File: src/rtl/write_ptr_full_ctrl_pkg.sv
// Shared definitions for the async FIFO pointer logic: default geometry and
// the binary/Gray conversion helpers used by both the write and read sides.
package write_ptr_full_ctrl_pkg;

  localparam int DEFAULT_ADDRESS_SIZE      = 3;
  localparam int DEFAULT_ALMOST_FULL_LEVEL = 6;

  // Widest pointer the helpers handle (ADDRESS_SIZE up to 15, plus wrap bit).
  localparam int PTR_MAX_W = 16;

  // Binary to reflected Gray code; narrower pointers are zero-extended by the caller.
  function automatic logic [PTR_MAX_W-1:0] bin2gray(input logic [PTR_MAX_W-1:0] bin);
    return bin ^ (bin >> 1);
  endfunction

  // Reflected Gray code back to binary; zero-extended upper bits decode to zero.
  function automatic logic [PTR_MAX_W-1:0] gray2bin(input logic [PTR_MAX_W-1:0] gray);
    logic [PTR_MAX_W-1:0] bin;
    bin[PTR_MAX_W-1] = gray[PTR_MAX_W-1];
    for (int i = PTR_MAX_W - 2; i >= 0; i--) begin
      bin[i] = bin[i+1] ^ gray[i];
    end
    return bin;
  endfunction

endpackage

File: src/rtl/write_ptr_full_ctrl_gray_sync_2ff.sv
// Two-flop synchronizer for a Gray-coded pointer crossing into this clock
// domain. Only one bit changes per source update, so a bitwise resync is safe.
module gray_sync_2ff #(
  parameter int WIDTH = 4
) (
  input  logic             clk_i,
  input  logic             reset_n_i,
  input  logic [WIDTH-1:0] d_i,
  output logic [WIDTH-1:0] q_o
);

  logic [WIDTH-1:0] stage1_q;
  logic [WIDTH-1:0] stage2_q;

  // Shift the foreign pointer through two flops; both stages clear on reset.
  always_ff @(posedge clk_i or negedge reset_n_i) begin
    if (!reset_n_i) begin
      stage1_q <= '0;
      stage2_q <= '0;
    end else begin
      stage1_q <= d_i;
      stage2_q <= stage1_q;
    end
  end

  assign q_o = stage2_q;

endmodule

File: src/rtl/write_ptr_full_ctrl.sv
// Write-side pointer and full/level/overflow control for an asynchronous FIFO.
// Optional almost-full output is built only when WRITE_ALMOST_FULL_EN is defined.
module write_ptr_full_ctrl
  import write_ptr_full_ctrl_pkg::*;
#(
  parameter int ADDRESS_SIZE      = DEFAULT_ADDRESS_SIZE,
  parameter int ALMOST_FULL_LEVEL = DEFAULT_ALMOST_FULL_LEVEL
) (
  input  logic                  write_clk,
  input  logic                  write_reset_n,
  input  logic                  write_en,
  input  logic [ADDRESS_SIZE:0] read_pointer,
  input  logic                  overflow_clear,
  output logic [ADDRESS_SIZE:0] write_pointer,
  output logic [ADDRESS_SIZE-1:0] write_address,
  output logic                  write_full,
  output logic [ADDRESS_SIZE:0] write_level,
  output logic                  write_overflow
`ifdef WRITE_ALMOST_FULL_EN
  ,
  output logic                  write_almost_full
`endif
);

  localparam int PW = ADDRESS_SIZE + 1;

  // Reject geometries the pointer arithmetic cannot represent.
  if (ADDRESS_SIZE < 2 || ADDRESS_SIZE > 15) begin : g_bad_address_size
    $error("write_ptr_full_ctrl: ADDRESS_SIZE must be within 2..15");
  end
  if (ALMOST_FULL_LEVEL < 0 || ALMOST_FULL_LEVEL > (1 << ADDRESS_SIZE)) begin : g_bad_almost_full_level
    $error("write_ptr_full_ctrl: ALMOST_FULL_LEVEL must be within 0..2**ADDRESS_SIZE");
  end

  logic [PW-1:0] rq2;
  logic [PW-1:0] rbin;
  logic          accept;

  logic [PW-1:0] wbin_q;
  logic [PW-1:0] wbin_d;
  logic [PW-1:0] wgray_q;
  logic [PW-1:0] wgray_d;
  logic          full_q;
  logic          full_d;
  logic [PW-1:0] level_q;
  logic [PW-1:0] level_d;
  logic          overflow_q;
  logic          overflow_d;

  gray_sync_2ff #(
    .WIDTH(PW)
  ) u_read_ptr_sync (
    .clk_i    (write_clk),
    .reset_n_i(write_reset_n),
    .d_i      (read_pointer),
    .q_o      (rq2)
  );

  // Next-pointer, full, level and overflow computed from the post-accept pointer.
  always_comb begin
    accept     = write_en & ~full_q;
    wbin_d     = wbin_q + PW'(accept);
    wgray_d    = PW'(bin2gray(PTR_MAX_W'(wbin_d)));
    rbin       = PW'(gray2bin(PTR_MAX_W'(rq2)));
    full_d     = (wgray_d == {~rq2[PW-1:PW-2], rq2[PW-3:0]});
    level_d    = wbin_d - rbin;
    overflow_d = (write_en & full_q) | (overflow_q & ~overflow_clear);
  end

  // Pointer and status registers; reset clears them immediately, even mid-burst.
  always_ff @(posedge write_clk or negedge write_reset_n) begin
    if (!write_reset_n) begin
      wbin_q     <= '0;
      wgray_q    <= '0;
      full_q     <= 1'b0;
      level_q    <= '0;
      overflow_q <= 1'b0;
    end else begin
      wbin_q     <= wbin_d;
      wgray_q    <= wgray_d;
      full_q     <= full_d;
      level_q    <= level_d;
      overflow_q <= overflow_d;
    end
  end

  assign write_pointer  = wgray_q;
  assign write_address  = wbin_q[ADDRESS_SIZE-1:0];
  assign write_full     = full_q;
  assign write_level    = level_q;
  assign write_overflow = overflow_q;

`ifdef WRITE_ALMOST_FULL_EN
  logic almost_full_q;
  logic almost_full_d;

  // Almost-full threshold uses the same pessimistic occupancy as write_level.
  always_comb begin
    almost_full_d = (32'(level_d) >= ALMOST_FULL_LEVEL);
  end

  // Register almost-full alongside the other status flags.
  always_ff @(posedge write_clk or negedge write_reset_n) begin
    if (!write_reset_n) begin
      almost_full_q <= 1'b0;
    end else begin
      almost_full_q <= almost_full_d;
    end
  end

  assign write_almost_full = almost_full_q;
`endif

endmodule

File: config.mk
export PLATFORM = sky130hd
export DESIGN_NAME = write_ptr_full_ctrl
export DESIGN_NICKNAME = d
export VERILOG_FILES = /design/src/rtl/write_ptr_full_ctrl_pkg.sv /design/src/rtl/write_ptr_full_ctrl_gray_sync_2ff.sv /design/src/rtl/write_ptr_full_ctrl.sv
export SDC_FILE = /design/constraint.sdc
export NUM_CORES = 1
export LEC_CHECK = 0
export CAP_MARGIN = 20
export CORE_MARGIN = 5
export CORE_UTILIZATION = 30
export DETAILED_ROUTE_END_ITERATION = 8
export PLACE_DENSITY_LB_ADDON = 0.25
export SKIP_CTS_REPAIR_TIMING = 1
export SLEW_MARGIN = 20
export SYNTH_ARGS = -nofsm -noshare
export SYNTH_HDL_FRONTEND = slang
export SYNTH_SLANG_ARGS = --single-unit
File: constraint.sdc
create_clock -name write_clk -period 2.7 [get_ports write_clk]
set_clock_uncertainty 0.15 [all_clocks]
set_input_delay 0.405 -clock write_clk [delete_from_list [all_inputs] [get_ports write_clk]]
set_output_delay 0.405 -clock write_clk [all_outputs]
set_load 0.05 [all_outputs]
==> results of run 1 <==
[layout make-up]
type / instances / area, sq um / area share (%)
sequential: 21 / 525.5 / 44.73
multi-input combinational: 36 / 311.5 / 26.52
timing repair buffer: 27 / 252.7 / 21.51
tap: 31 / 38.79 / 3.301
clock buffer: 3 / 22.52 / 1.917
inverter: 5 / 18.77 / 1.597
clock inverter: 1 / 5.005 / 0.4260
[how the worst max path moves through the flow]
stage	from	cells past startpoint	to	slack [ns]
final	write_en	10	write_level[3]	0.27
after global routing	u_read_ptr_sync.q_o[3]	9	write_level[3]	0.11
after CTS	write_en	10	write_level[3]	0.27
after detailed placement	write_en	10	write_level[3]	-0.07
after global placement	write_en	10	write_level[3]	-0.07
after floorplan	write_full	9	write_level[3]	0.09
[worst max-delay path, cell delays in order]
cell and delay (ns):
sky130_fd_sc_hd__clkdlybuf4s50_1 0.47, sky130_fd_sc_hd__nor2b_1 0.15, sky130_fd_sc_hd__ha_1 0.18, sky130_fd_sc_hd__ha_1 0.25
sky130_fd_sc_hd__ha_1 0.27, sky130_fd_sc_hd__nor2b_1 0.22, sky130_fd_sc_hd__nor3_2 0.07, sky130_fd_sc_hd__nand2b_1 0.14
sky130_fd_sc_hd__a31o_1 0.22, sky130_fd_sc_hd__xnor2_1 0.11
[logic make-up (layout without fill, tap and decap cells)]
group / Yosys count / after routing / synth area share [%]
flops: 21 / 21 / 61.40
xor+xnor: 16 / 16 / 17.25
simple gates: 10 / 10 / 6.580
fa+ha+maj: 5 / 5 / 8.187
compound gates: 5 / 5 / 4.385
buf+inv: 5 / 36 / 2.193
[stage by stage]
stage	setup WS (ns)	std cells	cell area, sq um
CTS	0.2697	124	1175
detailed placement	-0.06697	120	1147
global route	0.1144	124	1175
floorplan	0.08886	62	855.8
global placement	-0.06519	120	1147
finish	0.2701	124	1175
[sequential cells by signal (all words and copies together), names as in the netlist]
register and cells:
u_read_ptr_sync.q_o 4, u_read_ptr_sync.stage1_q 4, wbin_q 4, write_full 1, write_level 4, write_overflow 1, write_pointer 3
[layer usage]
layer	up-vias	wire length [um]	global-route usage (%)
met5	-	0	0
met3	2	126	3.197
met2	18	719	13.83
met4	0	17	4.675
li1	260	-	-
met1	265	608	8.886
[cells in the mapped netlist (all sizes together)]
cell type	number	area, sq um
inv	5	18.77
xor2	10	95.10
xnor2	6	52.55
or3	1	6.260
ha	4	50.05
o21ai	2	13.76
nor2b	2	12.51
nor3	1	10.01
nand2	3	11.26
nand2b	1	6.260
fa	1	20.02
dfrtp	21	525.5
a211oi	2	15.01
a31o	1	8.760
nand3	2	10.01
==> metrics.log, run 1 <==
INFO  metric synthesis.area_per_instance = 13.80 sq um
INFO  metric number_of_nets_at_the_end_of_the_flow = 107
INFO  metric drv.max_cap_violation_count = 0
INFO  metric first_global_vias = 606
INFO  metric grt_pass1_wl = 2587 um
INFO  metric design.die.area = 0.004021 sq mm
INFO  metric ant_nets = 0
INFO  metric routabilityCongestion = 0.7341
INFO  metric ys_ff_latch = 21
INFO  metric detail_route.wl_per_cell = 11.88 um
INFO  metric outcome = finished clean
INFO  metric syn2layout_area_growth = 37.28%
INFO  metric reg_to_reg_critical_path_startpoint = u_read_ptr_sync.q_o[3]
INFO  metric drt_pre_antenna_iters = 2
INFO  metric top_fanout_value_on_the_critical_path = 2
INFO  metric clock_sinks = 21
INFO  metric clock_tree.buffer_depth = 2
INFO  metric count_of_buffers_from_port_buffering = 20
INFO  metric clock-root-buffer = sky130_fd_sc_hd__clkbuf_4
INFO  metric placement_rows = 19
INFO  metric grt_start_max_net_pins = 22
INFO  metric floorplan.core_area = 0.002734 sq mm
INFO  metric ctsHtreeMaxLevel = 1
INFO  metric setup.worst_path.start_class = input pin
INFO  metric drt_drc_violations_left = 0
INFO  metric layout.cells.most_common_list = sky130_fd_sc_hd__dfrtp_1 (21), sky130_fd_sc_hd__clkdlybuf4s50_1 (20), sky130_fd_sc_hd__xor2_1 (9)
INFO  metric timing.final.hold_violations = 0
INFO  metric ys_types = 17
INFO  metric timing.critical_path.to_type = flip-flop
INFO  metric timing.final.crit_period = 2.430 ns
INFO  metric fmax = 0.4115 GHz
INFO  metric clock_latency = 0.30 ns
INFO  metric final.hold.worst_slack = 0.2111 ns
INFO  metric unrepaired_setup_endpoints_after_global_routing = no
INFO  metric post_syn_instances = 62
INFO  metric finalSetupTns = 0 ns
INFO  metric worstSetupPathType = in -> reg
INFO  metric hold_path_startpoint = u_read_ptr_sync.stage1_q[1]
INFO  metric reg2reg_depth = 9
INFO  metric number_of_antenna_violations_at_the_first_check_in_global_routing = 0
INFO  metric die-width = 63.41 um
INFO  metric postRouteWirelength = 1473 um
INFO  metric synthesis.area = 855.8 sq um
INFO  metric cts_tree = done
INFO  metric detailroute.via_count = 545
INFO  metric setup_violations = 0
INFO  metric design.portCount = 21
INFO  metric critical_path_arrival = 2.49 ns
INFO  metric final_layout_size_suffix_gt1_share = 15.05%
INFO  metric clkTransAtPathRegs = 0.12 ns
INFO  metric grt_use_total = 8.306%
INFO  metric holdPathEnd = u_read_ptr_sync.q_o[1]
INFO  metric mostFrequentLayoutCell = sky130_fd_sc_hd__dfrtp_1
INFO  metric num-fill-cells = 268
INFO  metric place_hpwl = 1144 um
INFO  metric maxSlewHeadroom = 66.44%
INFO  metric postSynthNetCount = 75
INFO  metric drt-initial-drc-count = 6
INFO  metric vias_per_cell = 4.395
INFO  metric period_share = 90.00%
INFO  metric vertical_die_dimension = 63.41 um
INFO  metric globalRoute.totalOverflow = 0
INFO  metric synth-seq-area-share = 61.40%
INFO  metric setup.reg_to_reg.worst_slack = 0.34 ns
INFO  metric cts_inserted_buffers = 3
INFO  metric synthesis.yosys.warnings = 0
INFO  metric initial_cell_density_of_the_core = 31.30%
INFO  metric min-delay-path-class = reg -> reg
INFO  metric reg2reg_to = write_level[3]
INFO  metric antenna_cells = 0
INFO  metric tightest_slew = 0.5019 ns
INFO  metric final_core_utilization = 42.97%
INFO  metric maxSlewViolCount = 0
INFO  metric timing.hold.worst_path_depth = 0
INFO  metric cp.required = 2.76 ns
Power of run 1 is not shown: default switching activity piles up to over one toggle a cycle in this logic, so the estimate is an artifact.
==> run 2: changes to the inputs <==
MAX_ROUTING_LAYER = met4   (was not set)
==> run 2 against run 1 <==
Fmax barely moved. Cell area stayed put. Flip-flop and latch count unchanged. First-iteration DRC count unchanged. Non-clock buffer count is the same. Setup slack barely moved. Routed wire length did not move. Register-to-register slack about the same. Clock-buffer cell count unchanged. Critical path depth unchanged. Critical path type unchanged. Highest routed layer unchanged.
==> metrics.log, run 2 (synthesized netlist as in run 1, its figures left out) <==
INFO  metric globalRoute.totalOverflow = 0 (unchanged)
INFO  metric unrepaired_setup_endpoints_after_global_routing = no (unchanged)
INFO  metric tightest_slew = 0.5019 ns (unchanged)
INFO  metric design.die.area = 0.004021 sq mm (unchanged)
INFO  metric grt_pass1_wl = 2608 um (was 2587 um)
INFO  metric routabilityCongestion = 0.7431 (was 0.7341)
INFO  metric outcome = finished clean (unchanged)
INFO  metric period_share = 90.00% (about the same)
INFO  metric dp.cells = 120 (unchanged)
INFO  metric reg_to_reg_critical_path_startpoint = u_read_ptr_sync.q_o[3] (unchanged)
INFO  metric floorplan.core_area = 0.002734 sq mm (unchanged)
INFO  metric min-delay-path-class = reg -> reg (unchanged)
INFO  metric vertical_die_dimension = 63.41 um (unchanged)
INFO  metric placement_rows = 19 (unchanged)
INFO  metric num-fill-cells = 268 (unchanged)
INFO  metric cp.required = 2.76 ns (about the same)
INFO  metric drt_drc_violations_left = 0 (unchanged)
INFO  metric setup_violations = 0 (unchanged)
INFO  metric place_hpwl = 1144 um (unchanged)
INFO  metric worstSetupPathType = in -> reg (unchanged)
INFO  metric met1_usage = 8.999% (was 8.886%)
INFO  metric holdPathEnd = u_read_ptr_sync.q_o[1] (unchanged)
INFO  metric maxSlewHeadroom = 66.44% (unchanged)
INFO  metric multiInputGateArea = 311.5 sq um (unchanged)
INFO  metric drt_pre_antenna_iters = 2 (unchanged)
INFO  metric seqCellArea = 525.5 sq um (unchanged)
INFO  metric cts_tree = done (unchanged)
INFO  metric timing.hold.worst_path_depth = 0 (unchanged)
INFO  metric number_of_nets_at_the_end_of_the_flow = 107 (unchanged)
INFO  metric antenna_cells = 0 (unchanged)
INFO  metric timing.critical_path.to_type = flip-flop (unchanged)
INFO  metric final_cell_count_no_fill = 124 (unchanged)
INFO  metric design.portCount = 21 (unchanged)
INFO  metric drt-initial-drc-count = 6 (unchanged)
INFO  metric setup.reg_to_reg.worst_slack = 0.34 ns (about the same)
INFO  metric reg2reg_to = write_level[3] (unchanged)
INFO  metric mostFrequentLayoutCell = sky130_fd_sc_hd__dfrtp_1 (unchanged)
INFO  metric hold_path_startpoint = u_read_ptr_sync.stage1_q[1] (unchanged)
INFO  metric count_of_buffers_from_port_buffering = 20 (unchanged)
INFO  metric reg2reg_depth = 9 (unchanged)
INFO  metric setup.worst_path.start_class = input pin (unchanged)
INFO  metric clock-root-buffer = sky130_fd_sc_hd__clkbuf_4 (unchanged)
INFO  metric clkTransAtPathRegs = 0.12 ns (about the same)
INFO  metric postRouteWirelength = 1473 um (unchanged)
INFO  metric globalRouteMet2Util = 13.83% (unchanged)
INFO  metric initial_cell_density_of_the_core = 31.30% (unchanged)
INFO  metric layout.cells.most_common_list = sky130_fd_sc_hd__dfrtp_1 (21), sky130_fd_sc_hd__clkdlybuf4s50_1 (20), sky130_fd_sc_hd__xor2_1 (9) (unchanged)
INFO  metric die-width = 63.41 um (unchanged)
INFO  metric drv.max_cap_violation_count = 0 (unchanged)
INFO  metric detail_route.wl_per_cell = 11.88 um (unchanged)
INFO  metric grt.met3_usage = 3.552% (was 3.197%)
INFO  metric cp_common_cell = sky130_fd_sc_hd__ha_1 (unchanged)
INFO  metric final_layout_size_suffix_gt1_share = 15.05% (unchanged)
INFO  metric grt_use_total = 8.648% (was 8.306%)
INFO  metric critPathMaxStageDelay = 0.47 ns (about the same)
INFO  metric timing.final.hold_violations = 0 (unchanged)
INFO  metric vias_per_cell = 4.395 (unchanged)
INFO  metric grt_most_used_layer = met2 (unchanged)
INFO  metric final.hold.worst_slack = 0.2111 ns (about the same)
INFO  metric fmax = 0.4115 GHz (about the same)
INFO  metric critical_path_arrival = 2.49 ns (about the same)
INFO  metric number_of_antenna_violations_at_the_first_check_in_global_routing = 0 (unchanged)
INFO  metric clock_latency = 0.30 ns (about the same)
INFO  metric clock_tree.buffer_depth = 2 (unchanged)
INFO  metric ctsHtreeMaxLevel = 1 (unchanged)
INFO  metric crit_path_cell_trace = clkdlybuf4s50_1, nor2b_1, ha_1, ha_1, ha_1, nor2b_1, nor3_2, nand2b_1, a31o_1, xnor2_1 (unchanged)
INFO  metric timing.final.crit_period = 2.430 ns (about the same)
INFO  metric critical_path.top_delay_family = adder cells (unchanged)
INFO  metric maxSlewViolCount = 0 (unchanged)
INFO  metric detailroute.via_count = 545 (unchanged)
INFO  metric grt_start_max_net_pins = 22 (unchanged)
INFO  metric syn2layout_area_growth = 37.28% (unchanged)
INFO  metric top_fanout_value_on_the_critical_path = 2 (unchanged)
INFO  metric first_global_vias = 602 (was 606)
INFO  metric crit_path_top_delay_cell = sky130_fd_sc_hd__clkdlybuf4s50_1 (unchanged)
INFO  metric cts_inserted_buffers = 3 (unchanged)
INFO  metric ant_nets = 0 (unchanged)
INFO  metric clock_sinks = 21 (unchanged)
INFO  metric timing.critical_path.buf_inv = 1 (unchanged)
-- run 2: cell counts in the layout (fill, tap and decap cells not counted) --
No cell type changed its count.
-- run 2: worst max path at each step --
stage / startpoint / endpoint / slack, ns / cells after the start
3_3_place_gp: write_en / write_level[3] / -0.07 / 10
4_1_cts: write_en / write_level[3] / 0.27 / 10
3_5_place_dp: write_en / write_level[3] / -0.07 / 10
6_report: write_en / write_level[3] / 0.27 / 10
5_1_grt: u_read_ptr_sync.q_o[3] / write_level[3] / 0.11 / 9
2_1_floorplan: write_full / write_level[3] / 0.09 / 9
-- run 2: worst register-to-register path: cells and delay by family, from the launching register on --
kind            cells  cell delay [ns]
xor+xnor            4             0.81
flops               1             0.45
simple gates        3             0.42
fa+ha+maj           1             0.22
compound gates      1             0.22
-- run 2: layout make-up --
cell class | count | share of cell area (%)
Clock buffer | 3 | 1.917
Sequential cell | 21 | 44.73
Multi-Input combinational cell | 36 | 26.52
Inverter | 5 | 1.597
Clock inverter | 1 | 0.4260
Tap cell | 31 | 3.301
Timing Repair Buffer | 27 | 21.51
-- run 2: routing by layer --
layer,part of all wire (%),wire (um),vias up
met4,1.2,17,0
li1,-,-,260
met1,42,619,265
met3,7.9,116,2
met5,0,0,-
met2,49,719,18
-- run 2: through the flow --
stage / area [sq um] / TNS [ns] / setup slack [ns] / util [%]
final: 1175 / 0 / 0.2701 / 42.97
after global routing: 1175 / 0 / 0.1144 / 42.97
after CTS: 1175 / 0 / 0.2697 / 42.97
after detailed placement: 1147 / -0.06697 / -0.06697 / 41.97
after global placement: 1147 / -0.06519 / -0.06519 / 41.97
after floorplan: 855.8 / 0 / 0.08886 / -
Power of run 2 is left out for the same reason.
==> run 3: changes to the inputs <==
==> constraint.sdc (replaced) <==
create_clock -name write_clk -period 2.7 [get_ports write_clk]
set_clock_uncertainty 0.15 [all_clocks]
set_input_delay 0.675 -clock write_clk [delete_from_list [all_inputs] [get_ports write_clk]]
set_output_delay 0.675 -clock write_clk [all_outputs]
set_load 0.05 [all_outputs]
==> run 3 against run 2 <==
Cell area grew 4.2%. Register-to-register slack gained 0.02 ns. Worst hold slack worse by 0.0034 ns. Fmax increased by 1.2%. Clock-buffer cell count rose by 1. Sequential share of layout area shrank 1.8 points.
==> metrics.log, run 3 (synthesized netlist as in run 1, its figures left out) <==
INFO  metric drv.max_cap_violation_count = 0 (unchanged)
INFO  metric timing.hold.worst_path_depth = 0 (unchanged)
INFO  metric clkTransAtPathRegs = 0.11 ns (was 0.12 ns)
INFO  metric setup_violations = 0 (unchanged)
INFO  metric postRouteWirelength = 1441 um (was 1473 um)
INFO  metric reg2reg_depth = 9 (unchanged)
INFO  metric cp.required = 1.88 ns (was 2.76 ns)
INFO  metric timing.critical_path.to_type = primary output (was flip-flop)
INFO  metric ant_nets = 0 (unchanged)
INFO  metric period_share = 88.91% (was 90.00%)
INFO  metric final_layout_size_suffix_gt1_share = 20.21% (was 15.05%)
INFO  metric num-fill-cells = 266 (was 268)
INFO  metric grt_use_total = 8.368% (was 8.648%)
INFO  metric timing.critical_path.buf_inv = 1 (unchanged)
INFO  metric seqCellArea = 525.5 sq um (unchanged)
INFO  metric count_of_buffers_from_port_buffering = 20 (unchanged)
INFO  metric critPathMaxStageDelay = 0.83 ns (was 0.47 ns)
INFO  metric grt_start_max_net_pins = 22 (unchanged)
INFO  metric die-width = 63.41 um (unchanged)
INFO  metric crit_path_cell_trace = clkdlybuf4s50_1 (was clkdlybuf4s50_1, nor2b_1, ha_1, ha_1, ha_1, nor2b_1, nor3_2, nand2b_1, a31o_1, xnor2_1)
INFO  metric maxSlewViolCount = 0 (unchanged)
INFO  metric finalSetupTns = 0 ns (unchanged)
INFO  metric outcome = finished clean (unchanged)
INFO  metric cts_tree = done (unchanged)
INFO  metric worstSetupPathType = reg -> out (was in -> reg)
INFO  metric unrepaired_setup_endpoints_after_global_routing = no (unchanged)
INFO  metric detailroute.via_count = 540 (was 545)
INFO  metric mostFrequentLayoutCell = sky130_fd_sc_hd__dfrtp_1 (unchanged)
INFO  metric routabilityCongestion = 0.7272 (was 0.7431)
INFO  metric clock_latency = 0.29 ns (was 0.30 ns)
INFO  metric clock_tree.buffer_depth = 2 (unchanged)
INFO  metric maxSlewHeadroom = 66.42% (was 66.44%)
INFO  metric globalRoute.totalOverflow = 0 (unchanged)
INFO  metric grt_pass1_wl = 2553 um (was 2608 um)
INFO  metric syn2layout_area_growth = 42.98% (was 37.28%)
INFO  metric floorplan.core_area = 0.002734 sq mm (unchanged)
INFO  metric ctsHtreeMaxLevel = 1 (unchanged)
INFO  metric crit_path_top_delay_cell = sky130_fd_sc_hd__clkdlybuf4s50_1 (unchanged)
INFO  metric design.portCount = 21 (unchanged)
INFO  metric vias_per_cell = 4.320 (was 4.395)
INFO  metric clock-root-buffer = sky130_fd_sc_hd__clkbuf_4 (unchanged)
INFO  metric cts_inserted_buffers = 3 (unchanged)
INFO  metric detail_route.wl_per_cell = 11.53 um (was 11.88 um)
INFO  metric initial_cell_density_of_the_core = 31.30% (unchanged)
INFO  metric critical_path.top_delay_family = buffers and inverters (was adder cells)
INFO  metric clock_sinks = 21 (unchanged)
INFO  metric place_hpwl = 1081 um (was 1144 um)
INFO  metric cp.depth = 1 (was 10)
INFO  metric tightest_slew = 0.5022 ns (was 0.5019 ns)
INFO  metric antenna_cells = 0 (unchanged)
INFO  metric number_of_antenna_violations_at_the_first_check_in_global_routing = 0 (unchanged)
INFO  metric multiInputGateArea = 351.6 sq um (was 311.5 sq um)
INFO  metric setup.worst_path.start_class = flip-flop (was input pin)
INFO  metric timing.final.hold_violations = 0 (unchanged)
INFO  metric number_of_nets_at_the_end_of_the_flow = 108 (was 107)
INFO  metric design.die.area = 0.004021 sq mm (unchanged)
INFO  metric first_global_vias = 596 (was 602)
INFO  metric drt_pre_antenna_iters = 2 (unchanged)
INFO  metric top_fanout_value_on_the_critical_path = 4 (was 2)
INFO  metric setup.reg_to_reg.worst_slack = 0.36 ns (was 0.34 ns)
INFO  metric vertical_die_dimension = 63.41 um (unchanged)
INFO  metric timing.final.crit_period = 2.401 ns (was 2.430 ns)
INFO  metric critical_path_arrival = 1.58 ns (was 2.49 ns)
INFO  metric min-delay-path-class = reg -> reg (unchanged)
INFO  metric final_core_utilization = 44.76% (was 42.97%)
INFO  metric fmax = 0.4166 GHz (was 0.4115 GHz)
INFO  metric drt-initial-drc-count = 15 (was 6)
INFO  metric layout.cells.most_common_list = sky130_fd_sc_hd__dfrtp_1 (21), sky130_fd_sc_hd__clkdlybuf4s50_1 (19), sky130_fd_sc_hd__xor2_1 (9) (was sky130_fd_sc_hd__dfrtp_1 (21), sky130_fd_sc_hd__clkdlybuf4s50_1 (20), sky130_fd_sc_hd__xor2_1 (9))
INFO  metric placement_rows = 19 (unchanged)
INFO  metric drt_drc_violations_left = 0 (unchanged)
## run 3: cell type report
cell class | count | share of cell area [%]
sequential | 21 | 42.94
clock buffer | 4 | 2.147
multi-input combinational | 36 | 28.73
tap | 31 | 3.170
timing repair buffer | 28 | 21.47
inverter | 5 | 1.534
## run 3: final timing paths
check,start,end
worst max register to register,u_read_ptr_sync.q_o[3],write_level[3]
worst max-delay path,wbin_q[1],write_address[1]
worst min register to register,u_read_ptr_sync.stage1_q[2],u_read_ptr_sync.q_o[2]
worst min-delay path,u_read_ptr_sync.stage1_q[2],u_read_ptr_sync.q_o[2]
min in group asynchronous,write_reset_n,write_pointer[1]
max in group asynchronous,write_reset_n,u_read_ptr_sync.stage1_q[3]
## run 3: layer usage
metal / track usage, % / part of all wire [%]
met3: 4.085 / 9.1
met4: 4.675 / 0.83
met5: - / 0
met1: 9.071 / 41
met2: 12.44 / 49
## run 3: per-stage QoR
stage                     hold slack (ns)  cells  worst slack, ns  area (sq um)
final                              0.2076    125           0.2995          1224
after global routing               0.2186    125           0.2020          1224
after CTS                          0.2134    125         -0.03912          1181
after detailed placement           0.1871    121          -0.3572          1155
after global placement             0.1821    121          -0.3376          1155
after floorplan                    0.1812     62          0.01538         855.8
Power of run 3 is left out for the same reason.
